**config.mk**
```make
export PLATFORM = sky130hd
export DESIGN_NAME = stream_serializer
export DESIGN_NICKNAME = d
export VERILOG_FILES = /design/src/rtl/stream_serializer.sv
export SDC_FILE = /design/constraint.sdc
export NUM_CORES = 1
export LEC_CHECK = 0
export ABC_AREA = 1
export BUFFER_PORTS_ARGS = -buffer_cell sky130_fd_sc_hd__buf_2
export CELL_PAD_IN_SITES_DETAIL_PLACEMENT = 1
export CELL_PAD_IN_SITES_GLOBAL_PLACEMENT = 2
export CORE_MARGIN = 5
export CORE_UTILIZATION = 30
export CTS_BUF_LIST = sky130_fd_sc_hd__clkbuf_2
export CTS_CLUSTER_DIAMETER = 80
export DETAILED_ROUTE_END_ITERATION = 12
export GPL_TIMING_DRIVEN = 0
export MAX_ROUTING_LAYER = met4
export PLACE_DENSITY_LB_ADDON = 0.1
export SKIP_LAST_GASP = 1
export SYNTH_ARGS = -nofsm -noshare
export SYNTH_HDL_FRONTEND = slang
export SYNTH_SLANG_ARGS = --single-unit
```
**constraint.sdc**
```tcl
create_clock -name clk -period 1.77 [get_ports clk]
set_input_delay 0.354 -clock clk [delete_from_list [all_inputs] [get_ports clk]]
set_output_delay 0.354 -clock clk [all_outputs]
set_load 0.05 [all_outputs]
```
**src/rtl/stream_serializer.sv**
```systemverilog
`default_nettype none
// ============================================================================
// Module   : stream_serializer
// Purpose  : Parallel-to-serial stage feeding a bit-serial sequence detector.
//            Accepts a NUM_BITS word over a valid/ready handshake and shifts
//            it out one bit per clock. A new word can be accepted on the
//            cycle that carries the last bit of the current word, so
//            consecutive words form one unbroken bit stream.
// Ports    : clk        - system clock, rising edge
//            rst        - asynchronous active-high reset
//            data_in    - word to serialize, sampled on an accepted load
//            load_valid - producer has a word on data_in
//            load_ready - serializer accepts a word this cycle
//            serial_out - registered serial bit stream (IDLE_BIT when idle)
//            bit_valid  - serial_out carries a data bit
//            done       - high with the final bit of each word
//            shift_en   - (STREAM_SERIALIZER_PAUSE_EN only) 0 freezes an
//                         in-flight word; absent otherwise (treated as 1)
// Options  : define STREAM_SERIALIZER_PAUSE_EN to add the shift_en input.
// Revision : 1.0 - initial release
// ============================================================================
module stream_serializer #(
    parameter int   NUM_BITS  = 8,     // word width, 2..32
    parameter bit   SHIFT_MSB = 1'b1,  // 1: MSB first, 0: LSB first
    parameter logic IDLE_BIT  = 1'b1   // serial_out level while idle
) (
    input  logic                clk,
    input  logic                rst,
    input  logic [NUM_BITS-1:0] data_in,
    input  logic                load_valid,
`ifdef STREAM_SERIALIZER_PAUSE_EN
    input  logic                shift_en,
`endif
    output logic                load_ready,
    output logic                serial_out,
    output logic                bit_valid,
    output logic                done
);

    localparam int                 c_CNT_W    = $clog2(NUM_BITS);
    localparam logic [c_CNT_W-1:0] c_CNT_LAST = c_CNT_W'(NUM_BITS - 1);

    typedef enum logic [0:0] {
        ST_IDLE  = 1'b0,
        ST_SHIFT = 1'b1
    } state_t;

    state_t              r_state_q,  w_state_d;
    logic [NUM_BITS-1:0] r_shreg_q,  w_shreg_d;
    logic [c_CNT_W-1:0]  r_cnt_q,    w_cnt_d;
    logic                r_serial_q, w_serial_d;

    logic                w_shift_en;
    logic                w_last;
    logic                w_accept;
    logic                w_load_first;
    logic [NUM_BITS-1:0] w_load_rem;
    logic                w_shift_first;
    logic [NUM_BITS-1:0] w_shift_rem;

`ifdef STREAM_SERIALIZER_PAUSE_EN
    assign w_shift_en = shift_en;
`else
    assign w_shift_en = 1'b1;
`endif

    // The first bit goes straight to the output register on load; the shift
    // register only holds the bits still to be sent, aligned so the next
    // one always sits at the outgoing end.
    generate
        if (SHIFT_MSB) begin : g_msb_first
            assign w_load_first  = data_in[NUM_BITS-1];
            assign w_load_rem    = data_in << 1;
            assign w_shift_first = r_shreg_q[NUM_BITS-1];
            assign w_shift_rem   = r_shreg_q << 1;
        end else begin : g_lsb_first
            assign w_load_first  = data_in[0];
            assign w_load_rem    = data_in >> 1;
            assign w_shift_first = r_shreg_q[0];
            assign w_shift_rem   = r_shreg_q >> 1;
        end
    endgenerate

    // Counter holds the number of bits still to follow the one on serial_out,
    // so zero in SHIFT means the last bit is being presented.
    assign w_last     = (r_state_q == ST_SHIFT) && (r_cnt_q == '0);
    // Ready on the last bit lets the next word follow with no gap; a paused
    // last bit must not be replaced, so readiness waits for shift_en.
    assign load_ready = (r_state_q == ST_IDLE) || (w_last && w_shift_en);
    assign w_accept   = load_ready && load_valid;

    always_comb begin
        w_state_d  = r_state_q;
        w_shreg_d  = r_shreg_q;
        w_cnt_d    = r_cnt_q;
        w_serial_d = r_serial_q;
        if (w_accept) begin
            w_state_d  = ST_SHIFT;
            w_shreg_d  = w_load_rem;
            w_cnt_d    = c_CNT_LAST;
            w_serial_d = w_load_first;
        end else if ((r_state_q == ST_SHIFT) && w_shift_en) begin
            if (w_last) begin
                w_state_d  = ST_IDLE;
                w_serial_d = IDLE_BIT;
            end else begin
                w_shreg_d  = w_shift_rem;
                w_cnt_d    = r_cnt_q - c_CNT_W'(1);
                w_serial_d = w_shift_first;
            end
        end
    end

    always_ff @(posedge clk or posedge rst) begin
        if (rst) begin
            r_state_q  <= ST_IDLE;
            r_shreg_q  <= '0;
            r_cnt_q    <= '0;
            r_serial_q <= IDLE_BIT;
        end else begin
            r_state_q  <= w_state_d;
            r_shreg_q  <= w_shreg_d;
            r_cnt_q    <= w_cnt_d;
            r_serial_q <= w_serial_d;
        end
    end

    assign serial_out = r_serial_q;
    assign bit_valid  = (r_state_q == ST_SHIFT);
    assign done       = w_last;

endmodule
`default_nettype wire

```
==> results.yml, run 1 <==
clock_tree:
  root_buffer: "clkbuf_2"
  cts_tree: "built"
  cts.sinks: 12
  cts_buffers: 3
  h-tree-depth: 1
  clock_latency_ps: 260
  clock_path_buffers: 2
  clk_pin_slew_ps: 130
timing:
  tightestPinTransition_ps: 459
  report.final.setup_viol: 0
  drv_slew: 0
  fin_crit_sh_pct: 93.4
  rsz0062_at_grt: "no"
  finalWorstSetupSlack_ps: 116
  final-hold-violation-count: 0
  fin_skew_ps: 11.3
  period_minus_slack_ps: 1650
  fin_tns_setup_ps: 0
  relSlewSlack_pct: 69.4
  fmax_mhz: 605
route:
  dr_wl_met2_um: 660
  top_layer: "met4"
  wl_met3_um: 43
  viasPerCell: 4.49
  wl_mm: 1.41
  drc: 0
  drt_iter0_markers: 3
  drt-met1-wl_um: 694
  dr.pass1.iters: 4
  antenna_left: 0
  vias: 530
  wl_per_cell_um: 11.9
yosys:
  synthAdderAreaFrac_pct: 4.29
  synth-seq-area-share_pct: 51.7
  syn_avg_cell_area_um2: 8.10
  synth_top_area_share_pct: 47.2
  synth_edf_count: 0
  async_reset_ff_share_pct: 100
  muxShareOfSynthArea_pct: 0
  yosysMostFrequentCell: "nand2_1"
  synth_commonest_cells: "nand2_1, nand3_1, dfrtp_1, inv_1, o21ai_0"
  synth_top_area_cell: "dfrtp_1"
  synth_cells: 72
  syn-num-nets: 85
  yosys.area_share.simple_pct: 31.8
  ys.flop_type: "dfrtp_1"
  synth_area_um2: 583
  ys_warn_count: 0
  synth-xor-area-share_pct: 0
  synth_top_family_by_area: "simple AND/OR/NAND/NOR gates"
  yosys-top-cells-area: "dfrtp_1, nand2_1, nand3_1, inv_1, dfstp_2"
  ys_types: 13
  ys_ff_latch: 12
  synth_compound_area_share_pct: 2.58
critical_path:
  crit_slowest_cell: "dfrtp_1"
  required_ps: 1420
  critPathKind: "reg2out"
  slowest_delay_ps: 360
  cp-start-kind: "register"
  path_max_fanout: 3
  crit_chain: "inv_1 > ha_4 > ha_4 > inv_1 > nand2_4 > buf_8"
  cp.arrival_ps: 1300
  crit_path_end_kind: "primary output"
power:
  p_switching_uw: 581
  power.leakage_nw: 0.420
  p_per_area_nw_per_um2: 1680
  vdd_drop_max_mv: 0.605
  internal-power_uw: 699
  clkPwrFrac_pct: 11.0
  p_comb_share_pct: 53.8
  switching_share_pct: 45.4
  seqPwrFrac_pct: 35.2
grt:
  grtUsageTotal_pct: 12.1
  antenna_found_initial: 0
  grt_max_degree: 13
  grt_pass1_wl_mm: 2.39
  grt_overflow: 0
  grt_pass1_vias: 541
place:
  place_worst_setup_slack_ps: 38.0
  postPlaceCellArea_um2: 687
  io_buffers: 14
  gp_congestion: 0.689
  dp.cells: 113
  hpwl_mm: 1.02
layout:
  fillCellCount: 247
  drive_above_1_share_pct: 30.8
  multi_input_area_um2: 255
  instances_no_fill: 118
  fin_nets: 105
  antenna_cells: 0
  fin_area_um2: 759
  area_delta_synth_final_pct: 30.3
  final_util_pct: 39.9
  ff_latch_area_um2: 302
status:
  status: "finished, final reports clean"
floorplan:
  initial_core_util_pct: 30.7
  ios: 15
  die_h_um: 54.1
  row_count: 16
  die_w_um: 54.1
  die-area_um2: 2930
  core_area_um2: 1900
job:
  maxCapViolations: 0
worst_hold_path:
  hold_class: "in2async"
[flip-flops by register name, indices dropped and copies added (netlist names)]
name,count
bit_valid,1
r_cnt_q,3
r_shreg_q,7
serial_out,1
[per-layer routing]
layer | global-route usage (%) | vias up
met5 | - | -
met4 | 4.98 | 0
met3 | 3.32 | 2
met2 | 17.9 | 11
met1 | 15.3 | 253
li1 | - | 264
[final timing paths]
path,start,end,slack [ps],cells past startpoint
worst max-delay path,r_cnt_q[1],load_ready,120,6
worst max register to register,r_cnt_q[1],r_cnt_q[1],320,9
worst min-delay path,rst,r_shreg_q[3],70,2
worst min register to register,r_shreg_q[1],r_shreg_q[1],500,2
max in group asynchronous,rst,serial_out,1360,2
min in group clk,data_in[0],r_shreg_q[1],300,3
[cell type report]
class | instances | share of cell area, %
sequential | 12 | 39.7
timing repair buffer | 15 | 12.4
inverter | 13 | 6.43
clock buffer | 3 | 1.98
multi-input combinational | 46 | 33.6
buffer | 1 | 0.988
clock inverter | 1 | 0.494
tap | 27 | 4.45
[logic make-up after synthesis]
group / Yosys count
AND/OR/NAND/NOR: 41
AO/OA/AOI/OAI: 3
flip-flops: 12
buffers and inverters: 14
adder cells (fa/ha/maj): 2
[stage by stage]
step | power [mW] | hold WS [ps]
3_3_place_gp | 1.01 | 396
4_1_cts | 1.25 | 87.2
6_report | 1.28 | 71.3
5_1_grt | 1.41 | 98.2
2_1_floorplan | 0.888 | 218
3_5_place_dp | 1.04 | 393
[cells in the final DEF (no fill, tap or decap)]
master / count
buf_2: 12
nor2_1: 1
nand2_4: 2
buf_4: 2
nand2_1: 22
clkinv_1: 1
nor2_2: 1
buf_8: 1
dfstp_2: 1
clkbuf_2: 3
nand3_1: 15
ha_4: 2
buf_6: 1
dfrtp_1: 11
inv_2: 3
o21ai_0: 3
inv_1: 10
[worst max-delay path, delay by kind of cell (launching register included)]
kind,cells,cell delay (ps)
fa+ha+maj,2,320
flops,1,360
simple gates,1,70
buf+inv,3,300
[power groups by stage]
| stage | Sequential (mW) | Combinational, mW | Clock, mW |
|---|---|---|---|
| 3_3_place_gp | 0.447 | 0.565 | 0 |
| 4_1_cts | 0.449 | 0.654 | 0.146 |
| 5_1_grt | 0.465 | 0.782 | 0.162 |
| 2_1_floorplan | 0.500 | 0.388 | 0 |
| 3_5_place_dp | 0.452 | 0.586 | 0 |
| 6_report | 0.450 | 0.688 | 0.141 |
[repair_timing]
| action | 4_1_cts | 5_1_grt |
|---|---|---|
| hold endpoints to repair | 0 | 0 |
| gates resized for setup | 6 | 5 |
| setup buffers | 1 | 0 |
| gates cloned | 0 | 0 |
| hold buffers | 0 | 0 |
| pin swaps | 0 | 1 |
| setup endpoints to repair | 2 | 2 |
Power figures use the tool's default switching activity.
==> inputs of run 2 (changes only) <==
--- a/config.mk
+++ b/config.mk
@@ -10,7 +10,7 @@
 export CELL_PAD_IN_SITES_DETAIL_PLACEMENT = 1
 export CELL_PAD_IN_SITES_GLOBAL_PLACEMENT = 2
 export CORE_MARGIN = 5
-export CORE_UTILIZATION = 30
+export CORE_UTILIZATION = 32
 export CTS_BUF_LIST = sky130_fd_sc_hd__clkbuf_2
 export CTS_CLUSTER_DIAMETER = 80
 export DETAILED_ROUTE_END_ITERATION = 12
@@ -18,6 +18,7 @@
 export MAX_ROUTING_LAYER = met4
 export PLACE_DENSITY_LB_ADDON = 0.1
 export SKIP_LAST_GASP = 1
+export SLEW_MARGIN = 0
 export SYNTH_ARGS = -nofsm -noshare
 export SYNTH_HDL_FRONTEND = slang
 export SYNTH_SLANG_ARGS = --single-unit
==> constraint.sdc (replaced) <==
create_clock -name clk -period 2.05 [get_ports clk]
set_input_delay 0.5125 -clock clk [delete_from_list [all_inputs] [get_ports clk]]
set_output_delay 0.5125 -clock clk [all_outputs]
set_load 0.05 [all_outputs]
==> results.yml, run 2 (synthesis gave the netlist of run 1 again) <==
timing:
  period_minus_slack_ps: 1930
  fin_crit_sh_pct: 94.4
  drv_slew: 0
  final-hold-violation-count: 0
  relSlewSlack_pct: 69.1
  rsz0062_at_grt: "yes"
  fmax_mhz: 517
  tightestPinTransition_ps: 462
  fin_tns_setup_ps: 0
  fin_skew_ps: 7.68
  report.final.setup_viol: 0
critical_path:
  reg2reg_slack_ps: 540
  crit_path_end_kind: "primary output"
  r2r_cells: 9
  cp.arrival_ps: 1420
  crit-reg2reg-launch: "r_cnt_q[0]"
  path_max_fanout: 7
  crit_end: "load_ready"
  timing.rr.end: "r_cnt_q[1]"
  cp-start-kind: "register"
  critPathMostFrequentCell: "inv_1"
  crit_chain: "inv_1 > ha_1 > ha_2 > inv_1 > nand2_4 > buf_8"
  critPathKind: "reg2out"
  required_ps: 1540
  slowest_delay_ps: 380
  crit_slowest_cell: "dfrtp_1"
  startpoint: "r_cnt_q[0]"
layout:
  layout_commonest_cell: "nand2_1"
  largest_reg_flops: 7
  fin_nets: 106
  fin_area_um2: 739
  drive_above_1_share_pct: 30.4
  layout_common_cells: "nand2_1, nand3_1, buf_2"
  antenna_cells: 0
  area_delta_synth_final_pct: 26.8
  top_regs: "r_shreg_q (7), r_cnt_q (3)"
  regMostFlops: "r_shreg_q"
clock_tree:
  h-tree-depth: 1
  clock_path_buffers: 2
  cts_tree: "built"
  hold_buffers: 0
  cts.sinks: 12
  clock_latency_ps: 260
  root_buffer: "clkbuf_2"
  clk_pin_slew_ps: 130
  cts_buffers: 3
route:
  wl_per_cell_um: 11.1
  drt_iter0_markers: 4
  top_layer: "met4"
  vias: 527
  drt-met1-wl_um: 625
  dr.pass1.iters: 4
  wl_mm: 1.30
  dr_wl_met2_um: 600
  antenna_left: 0
  viasPerCell: 4.50
  drc: 0
  wl_met3_um: 66
place:
  gp_congestion: 0.643
  postPlaceCellArea_um2: 684
  hpwl_um: 983
  io_buffers: 14
power:
  clkPwrFrac_pct: 12.3
  internal-power_uw: 596
  p_switching_uw: 473
  vdd_drop_max_mv: 0.539
  seqPwrFrac_pct: 36.1
  power.leakage_nw: 0.427
  p_comb_share_pct: 51.6
  total_power_mw: 1.07
  switching_share_pct: 44.2
  p_per_area_nw_per_um2: 1450
grt:
  grtUsageTotal_pct: 11.2
  grt_pass1_wl_mm: 2.13
  grt_overflow: 0
  grt_max_degree: 13
  grt_pass1_vias: 506
  antenna_found_initial: 0
worst_hold_path:
  hold_class: "in2async"
floorplan:
  ios: 15
  die_h_um: 52.7
  initial_core_util_pct: 33.8
  die-area_um2: 2780
  die_w_um: 52.7
  row_count: 15
  core_area_um2: 1730
status:
  status: "finished, final reports clean"
job:
  maxCapViolations: 0
[run 2: changes by cell type in the layout (fill, tap and decap cells not counted), sizes merged]
cell | previous run | this run
buf | 16 | 17
clkbuf | 3 | 4
clkinv | 1 | 0
[run 2: final cells by class]
cell class,count,area [um2]
multi-input cells,46,233
plain buffers,1,7.51
well taps,25,31.3
inverters,13,48.8
fillers,236,987
clock buffers,4,20.0
repair buffers,16,97.6
flip-flops and latches,12,302
[run 2: metrics by stage]
| stage | setup slack (ps) | util, % | hold WS (ps) | cells |
|---|---|---|---|---|
| 2_1_floorplan | 416 | - | 376 | 72 |
| 3_5_place_dp | 190 | 39.6 | 470 | 111 |
| 3_3_place_gp | 210 | 39.6 | 462 | 111 |
| 6_report | 115 | 42.8 | 228 | 117 |
| 4_1_cts | 27.7 | 41.4 | 244 | 115 |
| 5_1_grt | -8.85 | 42.8 | 249 | 117 |
[run 2: critical path, delay by kind of cell (launching register included)]
kind	cells	cell delay, ps
and+or+nand+nor	1	100
DFF	1	380
adders and majority gates	2	370
buffers and inverters	3	300
[run 2: power by group through the flow]
stage / sequential (mW) / combinational (mW) / clock [mW]
6_report: 0.386 / 0.551 / 0.132
2_1_floorplan: 0.432 / 0.335 / 0
4_1_cts: 0.387 / 0.519 / 0.134
3_3_place_gp: 0.387 / 0.483 / 0
5_1_grt: 0.397 / 0.620 / 0.149
3_5_place_dp: 0.390 / 0.499 / 0
[run 2: routing by layer]
layer  vias to the layer above  track usage (%)
li1                        263                -
met1                       247             13.1
met2                        15             17.6
met3                         2             3.42
met4                         0             5.11
met5                         -                -
[run 2: worst min-delay path by stage]
stage,cells past startpoint,startpoint,slack (ps),to
after detailed placement,2,r_shreg_q[2],470,r_shreg_q[2]
after floorplan,1,rst,380,bit_valid
after global placement,2,r_shreg_q[1],460,r_shreg_q[1]
final,2,rst,230,r_cnt_q[1]
after CTS,2,rst,240,r_cnt_q[1]
after global routing,2,rst,250,r_cnt_q[1]
[run 2: repair_timing]
| item | CTS | global route |
|---|---|---|
| setup buffers | 0 | 2 |
| endpoints found under the setup margin | 1 | 2 |
| pin swaps | 0 | 0 |
| gates resized for setup | 3 | 4 |
